===== config.mk =====
export PLATFORM = sky130hd
export DESIGN_NAME = ahb2apb_mux_bridge_flat
export DESIGN_NICKNAME = d
export VERILOG_FILES = /design/src/rtl/ahb2apb_mux_bridge_if.sv /design/src/rtl/ahb2apb_mux_bridge.sv /design/src/flat_wrapper.sv
export SDC_FILE = /design/constraint.sdc
export NUM_CORES = 1
export LEC_CHECK = 0
export BUFFER_PORTS_ARGS = -buffer_cell sky130_fd_sc_hd__buf_2
export CORE_MARGIN = 2
export CORE_UTILIZATION = 25
export CTS_CLUSTER_DIAMETER = 80
export DETAILED_ROUTE_END_ITERATION = 16
export GPL_ROUTABILITY_DRIVEN = 0
export GPL_TIMING_DRIVEN = 1
export SLEW_MARGIN = 30
export SYNTH_ARGS = -nofsm -noshare
export SYNTH_HDL_FRONTEND = slang
export SYNTH_SLANG_ARGS = --single-unit

===== constraint.sdc =====
create_clock -name HCLK -period 2.95 [get_ports HCLK]
set_input_delay 0.4425 -clock HCLK [delete_from_list [all_inputs] [get_ports HCLK]]
set_output_delay 0.4425 -clock HCLK [all_outputs]
set_load 0.01 [all_outputs]

===== src/rtl/ahb2apb_mux_bridge_if.sv =====
// Bus interfaces for the AHB-Lite to multi-slave APB3 bridge.
//   ahb_lite_if : AHB-Lite slave port (master = interconnect, slave = bridge)
//   apb_mux_if  : shared APB3 bus    (master = bridge, slave = peripherals)
interface ahb_lite_if #(
  parameter int ADDR_W = 32
);
  logic              HSEL;
  logic [ADDR_W-1:0] HADDR;
  logic [1:0]        HTRANS;
  logic              HWRITE;
  logic [31:0]       HWDATA;
  logic              HREADY;
  logic [31:0]       HRDATA;
  logic              HREADYOUT;
  logic [1:0]        HRESP;

  modport master (output HSEL, HADDR, HTRANS, HWRITE, HWDATA, HREADY,
                  input  HRDATA, HREADYOUT, HRESP);
  modport slave  (input  HSEL, HADDR, HTRANS, HWRITE, HWDATA, HREADY,
                  output HRDATA, HREADYOUT, HRESP);
endinterface

interface apb_mux_if #(
  parameter int ADDR_W  = 32,
  parameter int NUM_SLV = 4
);
  logic [NUM_SLV-1:0]    PSEL;
  logic                  PENABLE;
  logic [ADDR_W-1:0]     PADDR;
  logic                  PWRITE;
  logic [31:0]           PWDATA;
  logic [32*NUM_SLV-1:0] PRDATA;
  logic [NUM_SLV-1:0]    PREADY;
  logic [NUM_SLV-1:0]    PSLVERR;

  modport master (output PSEL, PENABLE, PADDR, PWRITE, PWDATA,
                  input  PRDATA, PREADY, PSLVERR);
  modport slave  (input  PSEL, PENABLE, PADDR, PWRITE, PWDATA,
                  output PRDATA, PREADY, PSLVERR);
endinterface


===== src/rtl/ahb2apb_mux_bridge.sv =====
// AHB-Lite slave to multi-slave APB3 bridge. One APB access in flight at a
// time; slave picked by HADDR[SLV_LSB +: SLV_IDX_W]; out-of-range index and
// PSLVERR both give a two-cycle AHB ERROR response.
// Optional: define APB_TIMEOUT_EN to bound the ACCESS phase to TIMEOUT_CYC.

// Per-slave slice: select decode and AND-gating of the slave's response so
// the top can OR-reduce the returns into a single mux.
module ahb2apb_slv_slice #(
  parameter int SLV_IDX_W = 2,
  parameter int ID        = 0
) (
  input  logic [SLV_IDX_W-1:0] idx,
  input  logic                 sel_en,
  input  logic [31:0]          prdata,
  input  logic                 pready,
  input  logic                 pslverr,
  output logic                 psel,
  output logic [31:0]          rdata,
  output logic                 ready,
  output logic                 err
);
  logic hit;
  assign hit   = (idx == SLV_IDX_W'(ID));
  assign psel  = sel_en & hit;
  assign rdata = hit ? prdata : '0;
  assign ready = hit & pready;
  assign err   = hit & pslverr;
endmodule

module ahb2apb_mux_bridge #(
  parameter int ADDR_W      = 32,
  parameter int NUM_SLV     = 4,
  parameter int SLV_LSB     = 12,
  parameter int TIMEOUT_CYC = 256
) (
  input  logic       HCLK,
  input  logic       HRESETN,
  ahb_lite_if.slave  ahb,
  apb_mux_if.master  apb
);
  localparam int SLV_IDX_W = (NUM_SLV > 1) ? $clog2(NUM_SLV) : 1;

  localparam logic [2:0] ST_IDLE   = 3'd0;
  localparam logic [2:0] ST_WDATA  = 3'd1;
  localparam logic [2:0] ST_SETUP  = 3'd2;
  localparam logic [2:0] ST_ACCESS = 3'd3;
  localparam logic [2:0] ST_ERR1   = 3'd4;
  localparam logic [2:0] ST_ERR2   = 3'd5;

  logic [2:0]              state_q, state_d, accept_st;
  logic [SLV_IDX_W-1:0]    idx_q, hidx;
  logic [ADDR_W-1:0]       paddr_q;
  logic                    pwrite_q;
  logic [31:0]             pwdata_q;
  logic                    accept, bad_idx, hready_out, resp_err;
  logic                    sel_en, in_access, sel_ready, sel_err;
  logic                    acc_ok, acc_err, timeout_hit;
  logic [31:0]             sel_rdata;
  logic [NUM_SLV-1:0]      psel_w, ready_g, err_g;
  logic [NUM_SLV-1:0][31:0] rdata_g;
  logic                    unused_htrans0;

  assign unused_htrans0 = ahb.HTRANS[0];

  // Address decode of the incoming address phase
  assign hidx      = ahb.HADDR[SLV_LSB +: SLV_IDX_W];
  assign bad_idx   = ({1'b0, hidx} >= (SLV_IDX_W+1)'(NUM_SLV));
  assign accept    = ahb.HSEL & ahb.HREADY & ahb.HTRANS[1] & hready_out;
  assign accept_st = bad_idx ? ST_ERR1 : (ahb.HWRITE ? ST_WDATA : ST_SETUP);

  assign sel_en    = (state_q == ST_SETUP) | (state_q == ST_ACCESS);
  assign in_access = (state_q == ST_ACCESS);

  for (genvar gi = 0; gi < NUM_SLV; gi++) begin : g_slv
    ahb2apb_slv_slice #(.SLV_IDX_W(SLV_IDX_W), .ID(gi)) u_slv (
      .idx     (idx_q),
      .sel_en  (sel_en),
      .prdata  (apb.PRDATA[32*gi +: 32]),
      .pready  (apb.PREADY[gi]),
      .pslverr (apb.PSLVERR[gi]),
      .psel    (psel_w[gi]),
      .rdata   (rdata_g[gi]),
      .ready   (ready_g[gi]),
      .err     (err_g[gi])
    );
  end

  // OR-reduce the gated slave returns (only the selected slice is non-zero)
  always_comb begin
    sel_rdata = '0;
    for (int i = 0; i < NUM_SLV; i++) sel_rdata = sel_rdata | rdata_g[i];
  end
  assign sel_ready = |ready_g;
  assign sel_err   = |err_g;

  assign acc_ok  = in_access & sel_ready & ~sel_err;
  assign acc_err = in_access & sel_ready & sel_err;

`ifdef APB_TIMEOUT_EN
  localparam int TO_W = (TIMEOUT_CYC > 2) ? $clog2(TIMEOUT_CYC) : 1;
  logic [TO_W-1:0] to_cnt_q;

  // Count ACCESS cycles spent waiting on PREADY; restart on every SETUP
  always_ff @(posedge HCLK or negedge HRESETN) begin
    if (!HRESETN)                    to_cnt_q <= '0;
    else if (state_q == ST_SETUP)    to_cnt_q <= '0;
    else if (in_access & ~sel_ready) to_cnt_q <= to_cnt_q + 1'b1;
  end
  assign timeout_hit = in_access & ~sel_ready & (to_cnt_q == TO_W'(TIMEOUT_CYC-1));
`else
  localparam int unused_timeout_cyc = TIMEOUT_CYC;
  assign timeout_hit = 1'b0;
`endif

  // AHB response: ready in IDLE/ERR2/good completion, ERROR through the error path
  always_comb begin
    hready_out = (state_q == ST_IDLE) | (state_q == ST_ERR2) | acc_ok;
    resp_err   = (state_q == ST_ERR1) | (state_q == ST_ERR2) | acc_err;
  end

  // Next-state: completion cycles chain straight into a newly accepted transfer
  always_comb begin
    state_d = state_q;
    case (state_q)
      ST_IDLE:   if (accept) state_d = accept_st;
      ST_WDATA:  state_d = ST_SETUP;
      ST_SETUP:  state_d = ST_ACCESS;
      ST_ACCESS: begin
        if (acc_err | timeout_hit) state_d = ST_ERR1;
        else if (acc_ok)           state_d = accept ? accept_st : ST_IDLE;
      end
      ST_ERR1:   state_d = ST_ERR2;
      ST_ERR2:   state_d = accept ? accept_st : ST_IDLE;
      default:   state_d = ST_IDLE;
    endcase
  end

  // State register
  always_ff @(posedge HCLK or negedge HRESETN) begin
    if (!HRESETN) state_q <= ST_IDLE;
    else          state_q <= state_d;
  end

  // Address-phase capture; APB address/direction hold until the next accept
  always_ff @(posedge HCLK or negedge HRESETN) begin
    if (!HRESETN) begin
      idx_q    <= '0;
      paddr_q  <= '0;
      pwrite_q <= 1'b0;
    end else if (accept) begin
      idx_q    <= hidx;
      paddr_q  <= ahb.HADDR;
      pwrite_q <= ahb.HWRITE;
    end
  end

  // Write data is only valid in the AHB data phase, so grab it in WDATA
  always_ff @(posedge HCLK or negedge HRESETN) begin
    if (!HRESETN)                 pwdata_q <= '0;
    else if (state_q == ST_WDATA) pwdata_q <= ahb.HWDATA;
  end

  assign ahb.HREADYOUT = hready_out;
  assign ahb.HRESP     = {1'b0, resp_err};
  assign ahb.HRDATA    = acc_ok ? sel_rdata : '0;

  assign apb.PSEL      = psel_w;
  assign apb.PENABLE   = in_access;
  assign apb.PADDR     = paddr_q;
  assign apb.PWRITE    = pwrite_q;
  assign apb.PWDATA    = pwdata_q;
endmodule


===== src/flat_wrapper.sv =====
// flat-port wrapper written by rule: the top's interface ports become plain ports
module ahb2apb_mux_bridge_flat 
#(
  parameter int ADDR_W      = 32,
  parameter int NUM_SLV     = 4,
  parameter int SLV_LSB     = 12,
  parameter int TIMEOUT_CYC = 256
)
  (HCLK, HRESETN, ahb_HSEL, ahb_HADDR, ahb_HTRANS, ahb_HWRITE, ahb_HWDATA, ahb_HREADY, ahb_HRDATA, ahb_HREADYOUT, ahb_HRESP, apb_PSEL, apb_PENABLE, apb_PADDR, apb_PWRITE, apb_PWDATA, apb_PRDATA, apb_PREADY, apb_PSLVERR);
  ahb_lite_if #(.ADDR_W(ADDR_W)) ahb_i ();
  apb_mux_if #(.ADDR_W(ADDR_W), .NUM_SLV(NUM_SLV)) apb_i ();
  input  logic HCLK;
  input  logic HRESETN;
  input wire logic [$bits(ahb_i.HSEL)-1:0] ahb_HSEL;
  input wire logic [$bits(ahb_i.HADDR)-1:0] ahb_HADDR;
  input wire logic [$bits(ahb_i.HTRANS)-1:0] ahb_HTRANS;
  input wire logic [$bits(ahb_i.HWRITE)-1:0] ahb_HWRITE;
  input wire logic [$bits(ahb_i.HWDATA)-1:0] ahb_HWDATA;
  input wire logic [$bits(ahb_i.HREADY)-1:0] ahb_HREADY;
  output wire logic [$bits(ahb_i.HRDATA)-1:0] ahb_HRDATA;
  output wire logic [$bits(ahb_i.HREADYOUT)-1:0] ahb_HREADYOUT;
  output wire logic [$bits(ahb_i.HRESP)-1:0] ahb_HRESP;
  output wire logic [$bits(apb_i.PSEL)-1:0] apb_PSEL;
  output wire logic [$bits(apb_i.PENABLE)-1:0] apb_PENABLE;
  output wire logic [$bits(apb_i.PADDR)-1:0] apb_PADDR;
  output wire logic [$bits(apb_i.PWRITE)-1:0] apb_PWRITE;
  output wire logic [$bits(apb_i.PWDATA)-1:0] apb_PWDATA;
  input wire logic [$bits(apb_i.PRDATA)-1:0] apb_PRDATA;
  input wire logic [$bits(apb_i.PREADY)-1:0] apb_PREADY;
  input wire logic [$bits(apb_i.PSLVERR)-1:0] apb_PSLVERR;
  assign ahb_i.HSEL = ahb_HSEL;
  assign ahb_i.HADDR = ahb_HADDR;
  assign ahb_i.HTRANS = ahb_HTRANS;
  assign ahb_i.HWRITE = ahb_HWRITE;
  assign ahb_i.HWDATA = ahb_HWDATA;
  assign ahb_i.HREADY = ahb_HREADY;
  assign ahb_HRDATA = ahb_i.HRDATA;
  assign ahb_HREADYOUT = ahb_i.HREADYOUT;
  assign ahb_HRESP = ahb_i.HRESP;
  assign apb_PSEL = apb_i.PSEL;
  assign apb_PENABLE = apb_i.PENABLE;
  assign apb_PADDR = apb_i.PADDR;
  assign apb_PWRITE = apb_i.PWRITE;
  assign apb_PWDATA = apb_i.PWDATA;
  assign apb_i.PRDATA = apb_PRDATA;
  assign apb_i.PREADY = apb_PREADY;
  assign apb_i.PSLVERR = apb_PSLVERR;
  ahb2apb_mux_bridge #(.ADDR_W(ADDR_W), .NUM_SLV(NUM_SLV), .SLV_LSB(SLV_LSB), .TIMEOUT_CYC(TIMEOUT_CYC)) u_core (.HCLK(HCLK), .HRESETN(HRESETN), .ahb(ahb_i), .apb(apb_i));
endmodule

==> metrics.md, run 1 <==
| Metric | Value |
|---|---|
| Status | complete, no violations |
| RSZ-0062 raised after global routing | no |
| Data required, critical path | 2.51 ns |
| Gr usage total | 13.96% |
| Total Die Area | 16,470 sq um |
| FILL cells | 1,463 |
| Core Rows | 45 |
| Layout area overhead | 51.89% |
| Most frequent cells in the layout | buf_2, dfrtp_1, mux4_2 |
| Commonest non-fill, non-tap cell in the layout | buf_2 |
| Largest cells by area after synthesis | dfrtp_1, mux4_2, mux2_4 |
| Fin nets | 763 |
| Final instance area | 5871 sq um |
| Critical path peak fanout | 36 |
| Setup TNS | 0 ns |
| Total Wirelength | 12.53 mm |
| Vias post-DR | 3,395 |
| Crit-path max cell delay | 0.61 ns |
| Mapped Nets | 464 |
| Minimum clock period | 2.678 ns |
| Root buffer cell | clkbuf_16 |
| Vias in the first global route | 3,469 |
| Final Util | 38.76% |
| Buffers and inverters on the worst path | 2 |
| Sequential share of the synthesized area | 44.03% |
| Remaining DRCs | 0 |
| Reg-to-reg startpoint | u_core.apb.PADDR[12] |
| Placed Area | 5535 sq um |
| Ys Warns | 0 |
| CP Cell Sequence | buf_4 > mux4_2 > nor2b_1 > buf_2 |
| CP max-delay cell | mux4_2 |
| Element type at the critical path start | flip-flop |
| Clock Path Buffers | 2 |
| CTS Hold Bufs | 0 |
| IO Count | 312 |
| Input/output buffers | 309 |
| CP delay by family, top | buffers and inverters |
| Crit. path cell count | 4 |
| Vias per inst | 4.527 |
| Flops & latches, synth | 68 |
| CTS Buf Count | 9 |
| Die width | 128.3 microns |
| Least-Margin Pin Slew | 0.6408 ns |
| Worst r2r path cells | 4 |
| Hpwl dp | 10.06 mm |
| Post-Syn Area | 3865 sq um |
| Hold Crit Class | in -> async |
| Synth area leader | dfrtp_1 |
| PwrDens | 970.2 nW/um^2 |
| Routed len/inst | 16.70 microns |
| Fmax | 373.4 MHz |
| Multi-input logic area | 2006 sq um |
| Leak pwr | 3.063 nW |
| Clock-pin slew on the worst setup and hold paths | 0.05 ns |
| Initial antenna violation count | 1 |
| Post-DRT Antenna Nets | 0 |
| Skew final | 0.003983 ns |
| FF-to-FF End | u_core.apb.PADDR[4] |
| Largest net degree at the start of global routing | 69 |
| Mapped Avg Cell Area | 15.04 sq um |
| PostCTS Resize Cnt | 0 |
| Slew headroom | 57.28% |
| Postcts setup bufs | 0 |
| Clock sinks | 68 |
| Synthesized instance count | 257 |
| GRT overflow | 0 |
| Peak supply drop | 0.0004673 V |
| Total power | 5.696 mW |
| Yosys cell types | 28 |
| 1st-pass router iterations | 5 |
| Reg-to-reg slack, setup | 0.78 ns |
| Max Slew Vio Count | 0 |
| WS Path Type | reg -> out |
| First-pass GRT wire length | 17.62 mm |
| Die H | 128.3 microns |
| Crit share post-route | 90.78% |
| Area of the core | 15,150 sq um |
| Max_cap viols | 0 |
| CTS HTree Levels | 3 |
| Share of layout cells above drive strength 1 | 75.58% |
| CTS tree | yes |
| Arrival @ worst endpoint | 2.24 ns |
| Hold Vio Cnt, Final | 0 |
| DR iter-0 viols | 90 |
| Sequential Area | 1703 sq um |
| Clk Latency, worst-skew pair | 0.32 ns |
| Area share of the leading cell type in the synthesized netlist | 44.03% |
| Final setup vio count | 0 |
| Critical Path End Type | output pin |
| Initial Utilization | 25.52% |
registers in the layout, indices dropped and copies added, names as in the netlist:
signal / cells
u_core.state_q: 3
u_core.apb.PWDATA: 32
u_core.apb.PWRITE: 1
u_core.apb.PADDR: 32
through the flow:
stage / setup WS [ns] / std cells / hold WS [ns]
after floorplan: 0.7654 / 257 / 0.1469
final: 0.2718 / 750 / 0.1946
after global placement: 0.3588 / 733 / 0.4661
after global routing: 0.1224 / 750 / 0.2442
after CTS: 0.2188 / 749 / 0.3140
after detailed placement: 0.5790 / 733 / 0.4744
layout make-up:
cell class,instances,area share (%)
inverter,2,0.1279
clock buffer,13,4.433
timing repair buffer,314,27.05
multi-input combinational,161,34.16
antenna,1,0.04263
sequential,68,29.01
tap,188,4.007
clock inverter,3,1.172
Yosys cell counts:
| master | number |
|---|---|
| buf_1 | 2 |
| nand2_1 | 7 |
| nand4_1 | 2 |
| nor3b_1 | 1 |
| o21ai_0 | 3 |
| buf_4 | 6 |
| nor2_1 | 3 |
| nor2b_1 | 33 |
| a21o_1 | 1 |
| nand3_1 | 1 |
| buf_6 | 4 |
| nor3_1 | 1 |
| and3_1 | 2 |
| inv_1 | 2 |
| maj3_1 | 2 |
| mux2_2 | 29 |
| a221o_1 | 1 |
| mux2_4 | 30 |
| dfrtp_1 | 68 |
| nand4b_4 | 1 |
| clkbuf_1 | 8 |
| mux4_2 | 34 |
| buf_2 | 6 |
| xnor2_1 | 1 |
| conb_1 | 1 |
| nor4_1 | 1 |
| mux2_1 | 6 |
| and2_1 | 1 |
per-layer routing:
metal | part of all wire [%] | GRT usage [%] | vias to the layer above
li1 | - | - | 1541
met5 | 0 | 0 | -
met4 | 2.8 | 5.818 | 0
met3 | 9.1 | 4.449 | 22
met1 | 35 | 14.30 | 1651
met2 | 53 | 26.16 | 181
power breakdown:
part / leakage [nW] / internal, mW / switching (mW)
combinational: 2.09 / 1.60 / 1.21
clock: 0.160 / 0.788 / 0.387
sequential: 0.815 / 1.41 / 0.299
total: 3.06 / 3.80 / 1.90
worst max-delay path by stage:
stage	startpoint	to	slack (ns)
final	u_core.apb.PADDR[12]	ahb_HRDATA[4]	0.27
after global routing	u_core.apb.PADDR[12]	ahb_HRDATA[4]	0.12
after CTS	u_core.apb.PADDR[12]	ahb_HRDATA[4]	0.22
after detailed placement	u_core.apb.PADDR[12]	ahb_HRDATA[4]	0.58
after global placement	apb_PREADY[3]	u_core.apb.PADDR[5]	0.36
after floorplan	u_core.apb.PADDR[12]	ahb_HRDATA[10]	0.77
kinds of logic (layout without fill, tap and decap cells):
logic type | count (synthesis) | in the layout | share of synthesized area (%)
AO/OA/AOI/OAI | 5 | 5 | 0.8417
XOR/XNOR | 1 | 1 | 0.2267
adder cells (fa/ha/maj) | 2 | 2 | 0.5180
buffers and inverters | 28 | 332 | 4.273
flip-flops | 68 | 68 | 44.03
multiplexers | 99 | 99 | 41.66
other | 1 | 2 | 0.09703
AND/OR/NAND/NOR | 53 | 53 | 8.352
(Power assumes the default switching activity.)
==> inputs of run 2 (changes only) <==
--- a/config.mk
+++ b/config.mk
@@ -6,10 +6,10 @@
 export NUM_CORES = 1
 export LEC_CHECK = 0
 export BUFFER_PORTS_ARGS = -buffer_cell sky130_fd_sc_hd__buf_2
-export CORE_MARGIN = 2
-export CORE_UTILIZATION = 25
+export CORE_AREA = 2 2 120 122
 export CTS_CLUSTER_DIAMETER = 80
 export DETAILED_ROUTE_END_ITERATION = 16
+export DIE_AREA = 0 0 122 124
 export GPL_ROUTABILITY_DRIVEN = 0
 export GPL_TIMING_DRIVEN = 1
 export SLEW_MARGIN = 30
==> metrics.md, run 2 (synthesized netlist as in run 1, its figures left out) <==
| Metric | Value |
|---|---|
| Critical Path End Type | output pin |
| PwrDens | 945.2 nW/um^2 (-2.6%) |
| Critical path peak fanout | 33 (-8.3%) |
| PostCTS Resize Cnt | 0 (unchanged) |
| Leak pwr | 3.040 nW (-0.74%) |
| Final setup vio count | 0 (unchanged) |
| CP max-delay cell | mux4_2 |
| Minimum clock period | 2.742 ns (+0.06376 ns) |
| Commonest non-fill, non-tap cell in the layout | buf_2 |
| CTS HTree Levels | 3 (unchanged) |
| Remaining DRCs | 0 (unchanged) |
| Die H | 124 microns (-3.4%) |
| Postcts setup bufs | 0 (unchanged) |
| Post-DRT Antenna Nets | 0 (unchanged) |
| Initial antenna violation count | 1 (unchanged) |
| Hold Vio Cnt, Final | 0 (unchanged) |
| Initial Utilization | 28.17% (+2.7 points) |
| Vias post-DR | 3,358 (-1.1%) |
| IO Count | 312 (unchanged) |
| Layout area overhead | 50.40% |
| CP Cell Sequence | mux4_2 > nand4b_4 > buf_4 > nor2b_1 > buf_2 |
| Clock-pin slew on the worst setup and hold paths | 0.05 ns (about the same) |
| Share of layout cells above drive strength 1 | 75.85% (+0.27 points) |
| Clock sinks | 68 (unchanged) |
| Setup TNS | 0 ns (unchanged) |
| Routed len/inst | 17.23 microns (+3.2%) |
| Final instance area | 5813 sq um (-0.98%) |
| CTS tree | yes |
| GRT overflow | 0 (unchanged) |
| First-pass GRT wire length | 18.13 mm (+2.9%) |
| RSZ-0062 raised after global routing | no |
| Total Wirelength | 12.75 mm (+1.8%) |
| Core Rows | 43 (-4.4%) |
| Total Die Area | 15,130 sq um (-8.1%) |
| 1st-pass router iterations | 4 (-1) |
| Hold Crit Class | in -> async |
| Vias per inst | 4.538 (+0.25%) |
| Data required, critical path | 2.51 ns (about the same) |
| Max Slew Vio Count | 0 (unchanged) |
| Reg-to-reg startpoint | u_core.apb.PADDR[12] |
| Fin nets | 764 (+0.13%) |
| Arrival @ worst endpoint | 2.30 ns (+0.06 ns) |
| Slew headroom | 46.66% (-11 points) |
| Vias in the first global route | 3,485 (+0.46%) |
| Hpwl dp | 10.50 mm (+4.4%) |
| Crit. path cell count | 5 (+1) |
| Crit share post-route | 92.95% (+2.2 points) |
| Buffers and inverters on the worst path | 2 (unchanged) |
| Largest net degree at the start of global routing | 36 (-48%) |
| Input/output buffers | 309 (unchanged) |
| Root buffer cell | clkbuf_16 |
| CTS Hold Bufs | 0 (unchanged) |
| Max_cap viols | 0 (unchanged) |
| WS Path Type | reg -> out |
| Die width | 122 microns (-4.9%) |
| Area of the core | 13,720 sq um (-9.4%) |
| Skew final | 0.003586 ns (-0.0003972 ns) |
| Element type at the critical path start | flip-flop |
| Fmax | 364.7 MHz (-2.3%) |
| CP Launch Point | u_core.apb.PADDR[12] |
| CTS Buf Count | 9 (unchanged) |
| Placed Area | 5545 sq um (+0.18%) |
| DR iter-0 viols | 63 (-30%) |
| CP delay by family, top | multiplexers |
| Clk Latency, worst-skew pair | 0.32 ns (about the same) |
| Crit-path max cell delay | 0.62 ns (about the same) |
| Peak supply drop | 0.0004981 V (+6.6%) |
| Status | complete, no violations |
| Most frequent cells in the layout | buf_2, dfrtp_1, mux4_2 |
| Least-Margin Pin Slew | 0.8001 ns (+0.1593 ns) |
| Gr usage total | 15.94% (+2.0 points) |
| Worst r2r path cells | 4 (unchanged) |
| Clock Path Buffers | 2 (unchanged) |
[run 2: changes by cell type in the layout (fill, tap and decap cells not counted), sizes merged]
cell      change
bufinv        -2
clkinvlp      +1
clkbuf        -2
buf           +1
[run 2: final timing paths]
path / to / slack (ns)
setup / recovery: ahb_HRDATA[12] / 0.21
hold / removal: u_core.apb.PWDATA[9] / 0.21
setup reg to reg: u_core.apb.PADDR[3] / 0.65
hold reg to reg: u_core.apb.PADDR[5] / 0.49
max in group asynchronous: u_core.apb.PADDR[12] / 2.05
min in group HCLK: u_core.apb.PADDR[4] / 0.33
[run 2: layer usage]
layer  vias to the layer above  routed length (microns)  global-route usage [%]
met5                         -                        0                       0
met4                         0                      242                   5.675
met3                        16                     1374                   5.403
met2                       185                     7050                   30.73
met1                      1616                     4085                   15.81
li1                       1541                        -                       -
[run 2: stage by stage]
step	utilization (%)	setup WS (ns)	instances	power, mW	hold WS (ns)
6_report	42.37	0.2081	740	5.494	0.2088
5_1_grt	42.37	0.06864	740	5.881	0.2715
4_1_cts	42.35	0.1486	739	5.596	0.2256
3_5_place_dp	40.42	0.5081	726	4.596	0.4799
3_3_place_gp	40.37	0.2789	726	4.538	0.4678
2_1_floorplan	-	0.7654	257	3.625	0.1469
[run 2: cell type report]
class	instances	area, sq um
multi-input cells	161	2006
flip-flops and latches	68	1703
fillers	1316	7906
inverters	2	7.507
clock buffers	11	252.7
clock inverters	2	12.51
diodes	1	2.502
repair buffers	315	1604
well taps	180	225.2
[run 2: power by group]
part / switching [mW] / total [mW] / internal [mW]
clock network: 0.363 / 0.960 / 0.598
logic: 1.19 / 2.80 / 1.61
registers: 0.321 / 1.73 / 1.41
[run 2: worst reg2reg max path: stages, from the launching register on]
cell and delay [ns]:
dfrtp_2 0.51, mux4_2 0.62, nand4b_4 0.12, a21o_4 0.53
mux2_1 0.39
==> inputs of run 3 (changes only) <==
--- a/config.mk
+++ b/config.mk
@@ -6,10 +6,10 @@
 export NUM_CORES = 1
 export LEC_CHECK = 0
 export BUFFER_PORTS_ARGS = -buffer_cell sky130_fd_sc_hd__buf_2
-export CORE_AREA = 2 2 120 122
+export CORE_AREA = 2 2 121 123
 export CTS_CLUSTER_DIAMETER = 80
 export DETAILED_ROUTE_END_ITERATION = 16
-export DIE_AREA = 0 0 122 124
+export DIE_AREA = 0 0 123 125
 export GPL_ROUTABILITY_DRIVEN = 0
 export GPL_TIMING_DRIVEN = 1
 export SLEW_MARGIN = 30
==> constraint.sdc (replaced) <==
create_clock -name HCLK -period 3.06 [get_ports HCLK]
set_input_delay 0.459 -clock HCLK [delete_from_list [all_inputs] [get_ports HCLK]]
set_output_delay 0.459 -clock HCLK [all_outputs]
set_load 0.01 [all_outputs]
==> metrics.md, run 3 (synthesized netlist as in run 1, its figures left out) <==
| Metric | Value |
|---|---|
| Reg power frac | 30.9% (-0.6 points) |
| CP delay by family, top | multiplexers |
| PwrDens | 915.1 nW/um^2 (-3.2%) |
| Skew final | 0.006259 ns (+0.002674 ns) |
| Gr usage total | 15.40% (-0.54 points) |
| Max Slew Vio Count | 0 (unchanged) |
| Net switching fraction of the power | 34.78% (+0.63 points) |
| Input/output buffers | 309 (unchanged) |
| CP Cell Sequence | mux4_2 > nand4b_4 > buf_4 > nor2b_1 > buf_2 |
| CP Capture Point | ahb_HRDATA[0] |
| Clock Power Share | 17.8% (+0.3 points) |
| Total power | 5.335 mW (-2.9%) |
| GR peak layer | met2 |
| Share of layout cells above drive strength 1 | 76.02% (+0.17 points) |
| Initial antenna violation count | 2 (+1) |
| Hold Crit Class | in -> async |
| Remaining DRCs | 0 (unchanged) |
| Placed insts | 731 (+0.69%) |
| Core Rows | 44 (+2.3%) |
| Most frequent cells in the layout | buf_2, dfrtp_1, mux4_2 |
| Crit-path max cell delay | 0.61 ns (about the same) |
| Postcts setup bufs | 0 (unchanged) |
| Met2 Use GR | 28.37% (-2.4 points) |
| Initial Utilization | 27.21% (-0.96 points) |
| CTS tree | yes |
| Hpwl dp | 10.31 mm (-1.8%) |
| Clock-pin slew on the worst setup and hold paths | 0.06 ns (about the same) |
| Root buffer cell | clkbuf_16 |
| 1st-pass router iterations | 4 (unchanged) |
| DR iter-0 viols | 80 (+27%) |
| Commonest non-fill, non-tap cell in the layout | buf_2 |
| Worst r2r path cells | 4 (unchanged) |
| Met3 Resource Use GR | 5.292% (-0.11 points) |
| Net Switching | 1.855 mW (-1.1%) |
| Vias per inst | 4.514 (-0.52%) |
| Arrival @ worst endpoint | 2.21 ns (-0.09 ns) |
| Setup TNS | 0 ns (unchanged) |
| Area of the core | 14,200 sq um (+3.5%) |
| Vias in the first global route | 3,562 (+2.2%) |
| Fmax | 374.3 MHz |
| Die width | 123 microns (+0.82%) |
| Critical Path End Type | output pin |
| Element type at the critical path start | flip-flop |
| PostCTS Resize Cnt | 0 (unchanged) |
| Fin nets | 765 (+0.13%) |
| CP max-delay cell | mux4_2 |
| Final setup vio count | 0 (unchanged) |
| Status | complete, no violations |
| CP Launch Point | u_core.apb.PADDR[12] |
| FILL cells | 1,400 (+6.4%) |
| Die H | 125 microns (+0.81%) |
| Reg-to-reg slack, setup | 0.84 ns (+0.19 ns) |
| Max_cap viols | 0 (unchanged) |
| M1 GR Usage | 15.37% (-0.45 points) |
| Crit. path cell count | 5 (unchanged) |
| Peak supply drop | 0.0004664 V (-6.4%) |
| Internal Pwr Total | 3.479 mW (-3.8%) |
| FF-to-FF End | u_core.apb.PADDR[5] |
| CTS Buf Count | 9 (unchanged) |
| WS Path Type | reg -> out |
| GRT overflow | 0 (unchanged) |
| Critical path peak fanout | 33 (unchanged) |
| Clock sinks | 68 (unchanged) |
| Slew headroom | 60.14% (+13 points) |
| Post-Layout Cell Count | 749 (+1.2%) |
| Vias post-DR | 3,381 (+0.68%) |
| Routed len/inst | 16.68 microns (-3.2%) |
| CTS Hold Bufs | 0 (unchanged) |
| Largest net degree at the start of global routing | 36 (unchanged) |
| CTS HTree Levels | 3 (unchanged) |
| Layout area overhead | 50.83% |
| Total Wirelength | 12.50 mm (-2.0%) |
| Post-DRT Antenna Nets | 0 (unchanged) |
| First-pass GRT wire length | 17.97 mm (-0.88%) |
| Reg-to-reg startpoint | u_core.apb.PADDR[12] |
| IO Count | 312 (unchanged) |
| Clk Latency, worst-skew pair | 0.32 ns (about the same) |
| Minimum clock period | 2.672 ns |
| Combinational power share | 51.3% (+0.3 points) |
| Clock Path Buffers | 2 (unchanged) |
| Data required, critical path | 2.60 ns (+0.09 ns) |
| RSZ-0062 raised after global routing | no |
| Least-Margin Pin Slew | 0.5979 ns (-0.2022 ns) |
| Hold Vio Cnt, Final | 0 (unchanged) |
| Crit share post-route | 87.32% |
| Total Die Area | 15,380 sq um (+1.6%) |
| Leak pwr | 3.050 nW (+0.30%) |
| Buffers and inverters on the worst path | 2 (unchanged) |
==> run 3: cell type report <==
type                    instances  area, sq um  share of cell area, %
clock buffers                  10        239.0                  4.100
clock inverters                 6        40.04                 0.6868
diodes                          2        5.005                0.08586
repair buffers                316         1599                  27.43
flip-flops and latches         68         1703                  29.21
well taps                     184        230.2                  3.949
multi-input cells             161         2006                  34.41
inverters                       2        7.507                 0.1288
==> run 3: how the worst min path moves through the flow <==
stage               startpoint  slack [ns]                   end  cells past startpoint
global placement       HRESETN        0.45  u_core.apb.PADDR[29]                      1
global route           HRESETN        0.13   u_core.apb.PADDR[0]                      1
floorplan              HRESETN        0.16   u_core.apb.PADDR[0]                      0
detailed placement     HRESETN        0.46  u_core.apb.PADDR[25]                      1
finish                 HRESETN        0.10  u_core.apb.PADDR[26]                      1
CTS                    HRESETN        0.10  u_core.apb.PADDR[25]                      1
==> run 3: routing by layer <==
layer  vias to the layer above  share of wire [%]
li1                       1550                  -
met1                      1592                 33
met2                       219                 53
met3                        20                 11
met4                         0                2.9
met5                         -                  0
==> run 3: per-stage QoR <==
stage               area (sq um)  utilization, %  hold WS, ns  setup WS [ns]
finish                      5829           41.04       0.1014         0.3880
global route                5829           41.04       0.1272         0.2112
CTS                         5824           41.01       0.1047         0.3116
detailed placement          5545           39.04       0.4637         0.6681
global placement            5539           39.00       0.4529         0.4111
floorplan                   3865               -       0.1634         0.8589
==> run 3: power groups by stage <==
| stage | Sequential, mW | Combinational [mW] | Clock (mW) |
|---|---|---|---|
| final | 1.65 | 2.73 | 0.949 |
| after global routing | 1.71 | 2.95 | 1.03 |
| after CTS | 1.66 | 2.79 | 0.991 |
| after detailed placement | 1.65 | 2.80 | 0 |
| after global placement | 1.64 | 2.74 | 0 |
| after floorplan | 1.81 | 1.69 | 0 |
